### src/rtl/mem_access_unit.sv
// Purpose     : MEM-stage load/store controller. It drives one registered bus access per memory op,
//               then extracts, aligns and extends the load data.
// Latency     : request cycle C0, bus strobe from C1, result in DONE at C2+n for n slave wait states.
//               A slave that never answers is abandoned after TIMEOUT_CYC strobe cycles.
// Backpressure: stall holds IF..MEM from the request cycle until the access completes.
//               Misaligned ops never stall.
// Ports:
//   clk, reset                 - clock, synchronous active-high reset
//   ex_en, ex_mem_op/size/
//   ex_mem_unsigned            - EX/MEM memory op descriptor
//   ex_mem_wdata, ex_out       - store data (right-aligned), ALU result / byte address
//   bus_addr/as_n/rw/be/wdata  - registered bus request (unit address, strobe, dir, lanes, data)
//   bus_rdata, bus_rdy_n       - slave read data and completion
//   out, stall, miss_align,
//   bus_err                    - WB result, pipeline hold, alignment fault, timeout flag
module mem_access_unit #(
  parameter int XLEN        = 32,
  parameter int TIMEOUT_CYC = 255
) (
  input  logic                              clk,
  input  logic                              reset,
  input  logic                              ex_en,
  input  logic [1:0]                        ex_mem_op,
  input  logic [1:0]                        ex_mem_size,
  input  logic                              ex_mem_unsigned,
  input  logic [XLEN-1:0]                   ex_mem_wdata,
  input  logic [XLEN-1:0]                   ex_out,
  output logic [XLEN-$clog2(XLEN/8)-1:0]    bus_addr,
  output logic                              bus_as_n,
  output logic                              bus_rw,
  output logic [XLEN/8-1:0]                 bus_be,
  output logic [XLEN-1:0]                   bus_wdata,
  input  logic [XLEN-1:0]                   bus_rdata,
  input  logic                              bus_rdy_n,
  output logic [XLEN-1:0]                   out,
  output logic                              stall,
  output logic                              miss_align,
  output logic                              bus_err
);

  localparam int OFFW = $clog2(XLEN/8);
  localparam int BEW  = XLEN/8;
  localparam int AW   = XLEN - OFFW;
  localparam logic [15:0] TMO_LAST = 16'(TIMEOUT_CYC - 1);

  typedef enum logic [1:0] {IDLE, ACCESS, DONE} state_t;

  typedef struct packed {
    logic [AW-1:0]   addr;
    logic            rw;
    logic [BEW-1:0]  be;
    logic [XLEN-1:0] wdata;
  } bus_req_t;

  // Everything the load extractor needs once the EX fields are gone.
  typedef struct packed {
    logic [1:0]      size;
    logic            uns;
    logic [OFFW-1:0] off;
  } ld_meta_t;

  state_t          state_q, state_d;
  bus_req_t        bus_q, bus_d;
  ld_meta_t        meta_q, meta_d;
  logic            as_n_q, as_n_d;
  logic [15:0]     cnt_q, cnt_d;
  logic [XLEN-1:0] out_q, out_d;
  logic            err_q, err_d;

  logic            is_mem;
  logic            aligned;
  logic            legal;
  logic            req;
  logic [OFFW-1:0] off_in;
  logic [BEW-1:0]  be_new;
  logic [XLEN-1:0] wdata_new;
  logic [XLEN-1:0] ld_sh;
  logic [XLEN-1:0] ld_left;
  logic [XLEN-1:0] ld_val;
  logic [6:0]      kill;

  // Request decode: alignment, size legality, lanes and replicated store data.
  always_comb begin
    is_mem    = ex_mem_op == 2'd1 || ex_mem_op == 2'd2;
    off_in    = ex_out[OFFW-1:0];
    aligned   = 1'b1;
    legal     = 1'b1;
    be_new    = '0;
    wdata_new = '0;
    unique case (ex_mem_size)
      2'd0: begin
        be_new    = BEW'(1) << off_in;
        wdata_new = {(XLEN/8){ex_mem_wdata[7:0]}};
      end
      2'd1: begin
        aligned   = ~ex_out[0];
        be_new    = BEW'(3) << off_in;
        wdata_new = {(XLEN/16){ex_mem_wdata[15:0]}};
      end
      2'd2: begin
        aligned   = ex_out[1:0] == 2'b00;
        be_new    = BEW'(4'hF) << off_in;
        wdata_new = {(XLEN/32){ex_mem_wdata[31:0]}};
      end
      default: begin
        aligned   = ex_out[2:0] == 3'b000;
        legal     = XLEN == 64;
        be_new    = '1;
        wdata_new = ex_mem_wdata;
      end
    endcase
    req        = state_q == IDLE && ex_en && is_mem && aligned && legal;
    miss_align = state_q == IDLE && ex_en && is_mem && !(aligned && legal);
    stall      = req || state_q == ACCESS;
  end

  // Load extraction: shift the addressed lane down, then push the value to the top
  // and back down so that one arithmetic/logical shift does truncation and extension.
  always_comb begin
    ld_sh = bus_rdata >> {meta_q.off, 3'b000};
    unique case (meta_q.size)
      2'd0:    kill = 7'(XLEN - 8);
      2'd1:    kill = 7'(XLEN - 16);
      2'd2:    kill = 7'(XLEN - 32);
      default: kill = 7'd0;
    endcase
    ld_left = ld_sh << kill;
    if (meta_q.uns) ld_val = ld_left >> kill;
    else            ld_val = $signed(ld_left) >>> kill;
  end

  // FSM next state and registered bus/result fields.
  always_comb begin
    state_d = state_q;
    bus_d   = bus_q;
    meta_d  = meta_q;
    as_n_d  = as_n_q;
    cnt_d   = cnt_q;
    out_d   = out_q;
    err_d   = err_q;
    unique case (state_q)
      IDLE: begin
        if (req) begin
          bus_d.addr  = ex_out[XLEN-1:OFFW];
          bus_d.rw    = ex_mem_op == 2'd2;
          bus_d.be    = be_new;
          bus_d.wdata = (ex_mem_op == 2'd2) ? wdata_new : '0;
          meta_d.size = ex_mem_size;
          meta_d.uns  = ex_mem_unsigned;
          meta_d.off  = off_in;
          as_n_d      = 1'b0;
          cnt_d       = '0;
          out_d       = ex_out;   // store result; overwritten by load data or error
          err_d       = 1'b0;
          state_d     = ACCESS;
        end
      end
      ACCESS: begin
        // Completion is checked first so a late ready beats the timeout.
        if (!bus_rdy_n) begin
          if (!bus_q.rw) out_d = ld_val;
          as_n_d  = 1'b1;
          state_d = DONE;
        end else if (cnt_q == TMO_LAST) begin
          as_n_d  = 1'b1;
          err_d   = 1'b1;
          out_d   = '0;
          state_d = DONE;
        end else begin
          cnt_d = cnt_q + 16'd1;
        end
      end
      DONE:    state_d = IDLE;  // EX fields still present here are deliberately ignored
      default: state_d = IDLE;
    endcase
  end

  always_ff @(posedge clk) begin
    if (reset) begin
      state_q <= IDLE;
      bus_q   <= '0;
      meta_q  <= '0;
      as_n_q  <= 1'b1;
      cnt_q   <= '0;
      out_q   <= '0;
      err_q   <= 1'b0;
    end else begin
      state_q <= state_d;
      bus_q   <= bus_d;
      meta_q  <= meta_d;
      as_n_q  <= as_n_d;
      cnt_q   <= cnt_d;
      out_q   <= out_d;
      err_q   <= err_d;
    end
  end

  assign bus_addr  = bus_q.addr;
  assign bus_rw    = bus_q.rw;
  assign bus_be    = bus_q.be;
  assign bus_wdata = bus_q.wdata;
  assign bus_as_n  = as_n_q;
  assign bus_err   = state_q == DONE && err_q;

  always_comb begin
    out = ex_out;
    unique case (state_q)
      IDLE:    out = miss_align ? '0 : ex_out;
      DONE:    out = out_q;
      default: out = ex_out;
    endcase
  end

endmodule

### config.mk
export PLATFORM = sky130hd
export DESIGN_NAME = mem_access_unit
export DESIGN_NICKNAME = d
export VERILOG_FILES = /design/src/rtl/mem_access_unit.sv
export SDC_FILE = /design/constraint.sdc
export NUM_CORES = 1
export LEC_CHECK = 0
export ABC_AREA = 1
export CELL_PAD_IN_SITES_DETAIL_PLACEMENT = 1
export CELL_PAD_IN_SITES_GLOBAL_PLACEMENT = 1
export CORE_MARGIN = 1.5
export CORE_UTILIZATION = 32
export CTS_CLUSTER_DIAMETER = 60
export DETAILED_ROUTE_END_ITERATION = 6
export PLACE_DENSITY_LB_ADDON = 0.1
export SYNTH_ARGS = -nofsm -noshare
export SYNTH_HDL_FRONTEND = slang
export SYNTH_SLANG_ARGS = --single-unit
### constraint.sdc
create_clock -name clk -period 2.4 [get_ports clk]
set_input_delay 0.48 -clock clk [delete_from_list [all_inputs] [get_ports clk]]
set_output_delay 0.48 -clock clk [all_outputs]
set_load 0.005 [all_outputs]
==> metrics.md <==
| Metric | Value |
|---|---|
| Endpoint class of the critical path | primary output |
| RSZ-0062 raised after global routing | true |
| Post-route clock period utilization | 99.7% |
| DRC | 0 |
| Worst hold path type | flip-flop to flip-flop |
| Post-Syn Area | 6690 um^2 |
| Skew-Pair Late Insertion Delay | about 0.43 ns |
| Outcome | finished, final reports clean |
| I/O Buffers | ~210 |
| M1 WL | 12600 um |
| Antenna Cells | 0 |
| First-pass GRT wire length | ~44000 um |
| Setup violators final | 0 |
| Commonest cells after routing, fill and taps aside | nand2_1 (306), clkdlybuf4s50_1 (166), dfxtp_1 (122), nor2_1 (108), o21ai_0 (98) |
| Final design utilization | about 50% |
| Mapped Cells | roughly 1100 |
| Compound-gate portion of the synthesized area | 17.4% |
| CP Cell Sequence | clkdlybuf4s15_1, inv_2, ha_4, nor2_4, nand2_4, buf_12, buf_12, buf_8, nand3_2, nand2_1, buf_2 |
| Iter 0 DRT Violations | roughly 320 |
| Layout fillers | 2665 |
| CP required | 1.92 ns |
| DR pass1 iterations | 4 |
| Crit path max fanout | 4 |
| DIE AREA | 21800 um^2 |
| Achievable Freq | roughly 0.42 GHz |
| GRT overflow | 0 |
| Yosys reg bits | 124 |
| Post-Syn Nets | between 1000 and 1500 |
| Vias per inst | about 5.0 |
| Post-layout nets | 1401 |
| Final wirelength | 28100 um |
| Place WS | -0.626 ns |
| Vias | a little under 8000 |
| Synth-to-Final Area Change | 51.9% |
| Ys Warns | 0 |
| CTS Buf Count | 17 |
| Most common cell after layout, fill and taps aside | nand2_1 |
| Critical-path top delay cell | ha_4 |
| Worst path most repeated cell | buf_12 |
| Total Routing Usage GR | 26.0% |
| Largest net degree at the start of global routing | 45 |
| Largest family of logic cells by synthesized area | simple AND/OR/NAND/NOR gates |
| Clock transition at path regs | roughly 0.050 ns |
| Post-synth cell types | 35 |
| Layout cells sized above 1 | about 14% |
| Post-DRT Antenna Nets | 0 |
| Mux share of post-synthesis cell area | 0% |
| Post-Place Cells | around 1500 |
| Arrival time worst endpoint | 1.91 ns |
| Initial Util | between 30% and 40% |
| Peak supply drop | about 480 uV |
| Worst Clk Skew | between 0.01 and 0.015 ns |
| Hold_buf cts | 0 |
| Synth Area in Adders | under 10% |
| Cell Rows | 52 |
| Fin crit period | between 2 and 2.5 ns |
| Final Hold Fails | 0 |
| Die height | around 150 um |
| Ports | 208 |
| Post-DP HPWL | around 20000 um |
| Initial antenna violation count | 0 |
| Leak | ~4.2 nW |
| Die W | 148 um |
| Root Driver | clkbuf_16 |
| Path depth of the worst reg2reg path | 14 |
| CTS sink cnt | between 100 and 150 |
| CP Launch Type | input pin |
| Post-synthesis xor/xnor area fraction | less than 1% |
| DR WL met2 | ~13000 um |
| Metal3 WL | between 1500 and 2000 um |
| Core footprint | 20400 um^2 |
| Post-synthesis sequential area ratio | 37.1% |
| Vias in the first global route | slightly above 8000 |
| Slew at the pin closest to its max-slew limit | ~0.52 ns |
| Critical Path Max Stage Delay | 0.24 ns |
| Power consumption | between 5 and 6 mW |
| Highest metal used | met4 |
| Crit path kind | input pin to primary output |
| Final WS setup | approximately 0.0083 ns |
| Worst slew margin | 65.2% |
| H-tree depth | 4 |
| Area post-placement | 9290 um^2 |
| CTS tree | yes |
| Fin cells | 1571 |
| WL/cell | 17.9 um |
| Longest Clk Path Bufs | 2 |
| Max-slew violations | 0 |
| Max_cap viols | 0 |
| Hold depth | 2 |
| TNS Setup | 0 ns |
| Placer Congestion | roughly 0.85 |
| PwrDens | between 500 and 600 nW/um^2 |
| Avg Cell Area, Syn | around 6.3 um^2 |
| Final instance area | 10200 um^2 |
| Synth Area in Simple Gates | 34.5% |
| Hold slack final | about 0.46 ns |
[metal layers]
metal	GRT usage, %	vias to the layer above
met5	0	-
met4	7.55	0
met3	5.74	22
met2	42.3	193
met1	34.4	3698
li1	-	3913
[power by group]
part	switching (mW)	internal [mW]
logic	0.589	0.531
clock network	0.986	1.63
registers	0.0450	2.14
total	1.62	4.30
[what timing repair did]
item                                    4_1_cts  5_1_grt
pin swaps                                    10       13
endpoints found under the hold margin         0        0
endpoints found under the setup margin       68       33
cloned                                        2        0
resized for setup                           153       36
setup buffers                                17        3
[worst paths after layout]
kind	start	to	slack [ns]
worst min register to register	bus_be[1]$_SDFFE_PP0P_	bus_be[1]$_SDFFE_PP0P_	0.46
worst max-delay path	ex_mem_op[0]	out[27]	0.008
worst min-delay path	bus_be[1]$_SDFFE_PP0P_	bus_be[1]$_SDFFE_PP0P_	0.46
worst max register to register	state_q[0]$_SDFFE_PP0P_	out_q[31]$_SDFFE_PP0P_	0.21
[sequential cells by signal, indices dropped and copies added (netlist names)]
register,count
bus_wdata,32
out_q,32
bus_addr,30
cnt_q,16
meta_q,5
bus_be,4
state_q,2
bus_as_n,1
bus_rw,1
err_q,1
[cell usage after synthesis, drive strengths merged]
cell type / instances / share of area, %
nand2: 318 / 18
dfxtp: 124 / 37
o21ai: 117 / 8.8
nor2: 114 / 6.7
nand3: 104 / 8.1
a21oi: 92 / 6.9
inv: 68 / 3.8
clkbuf: 43 / 2.4
buf: 23 / 2.2
nand4: 9 / 0.84
ha: 8 / 1.5
o22ai: 8 / 0.75
nor3: 5 / 0.37
or2: 4 / 0.37
xor2: 4 / 0.52
clkinv: 3 / 0.17
o211ai: 3 / 0.34
a21o: 2 / 0.22
a31oi: 2 / 0.19
xnor2: 2 / 0.26
nand3b: 1 / 0.11
o31ai: 1 / 0.11
o41ai: 1 / 0.13
[cell families after synthesis]
group,Yosys count
AND/OR/NAND/NOR,555
AO/OA/AOI/OAI,226
buffers and inverters,137
flip-flops,124
adder cells (fa/ha/maj),8
XOR/XNOR,6
[worst max-delay path: cells and delay by family]
kind	cells	cell delay [ns]
simple gates	4	0.38
fa+ha+maj	1	0.24
buf+inv	6	0.80
[layout make-up]
class / count / area [um^2] / share of cell area, %
clock buffer: 22 / 484 / 4.77
clock inverter: 10 / 114 / 1.12
inverter: 71 / 269 / 2.65
multi-input combinational: 795 / 3770 / 37.1
sequential: 124 / 2490 / 24.5
tap: 270 / 338 / 3.33
timing repair buffer: 279 / 2690 / 26.5
Note: power is estimated with default switching activity, not from simulation.
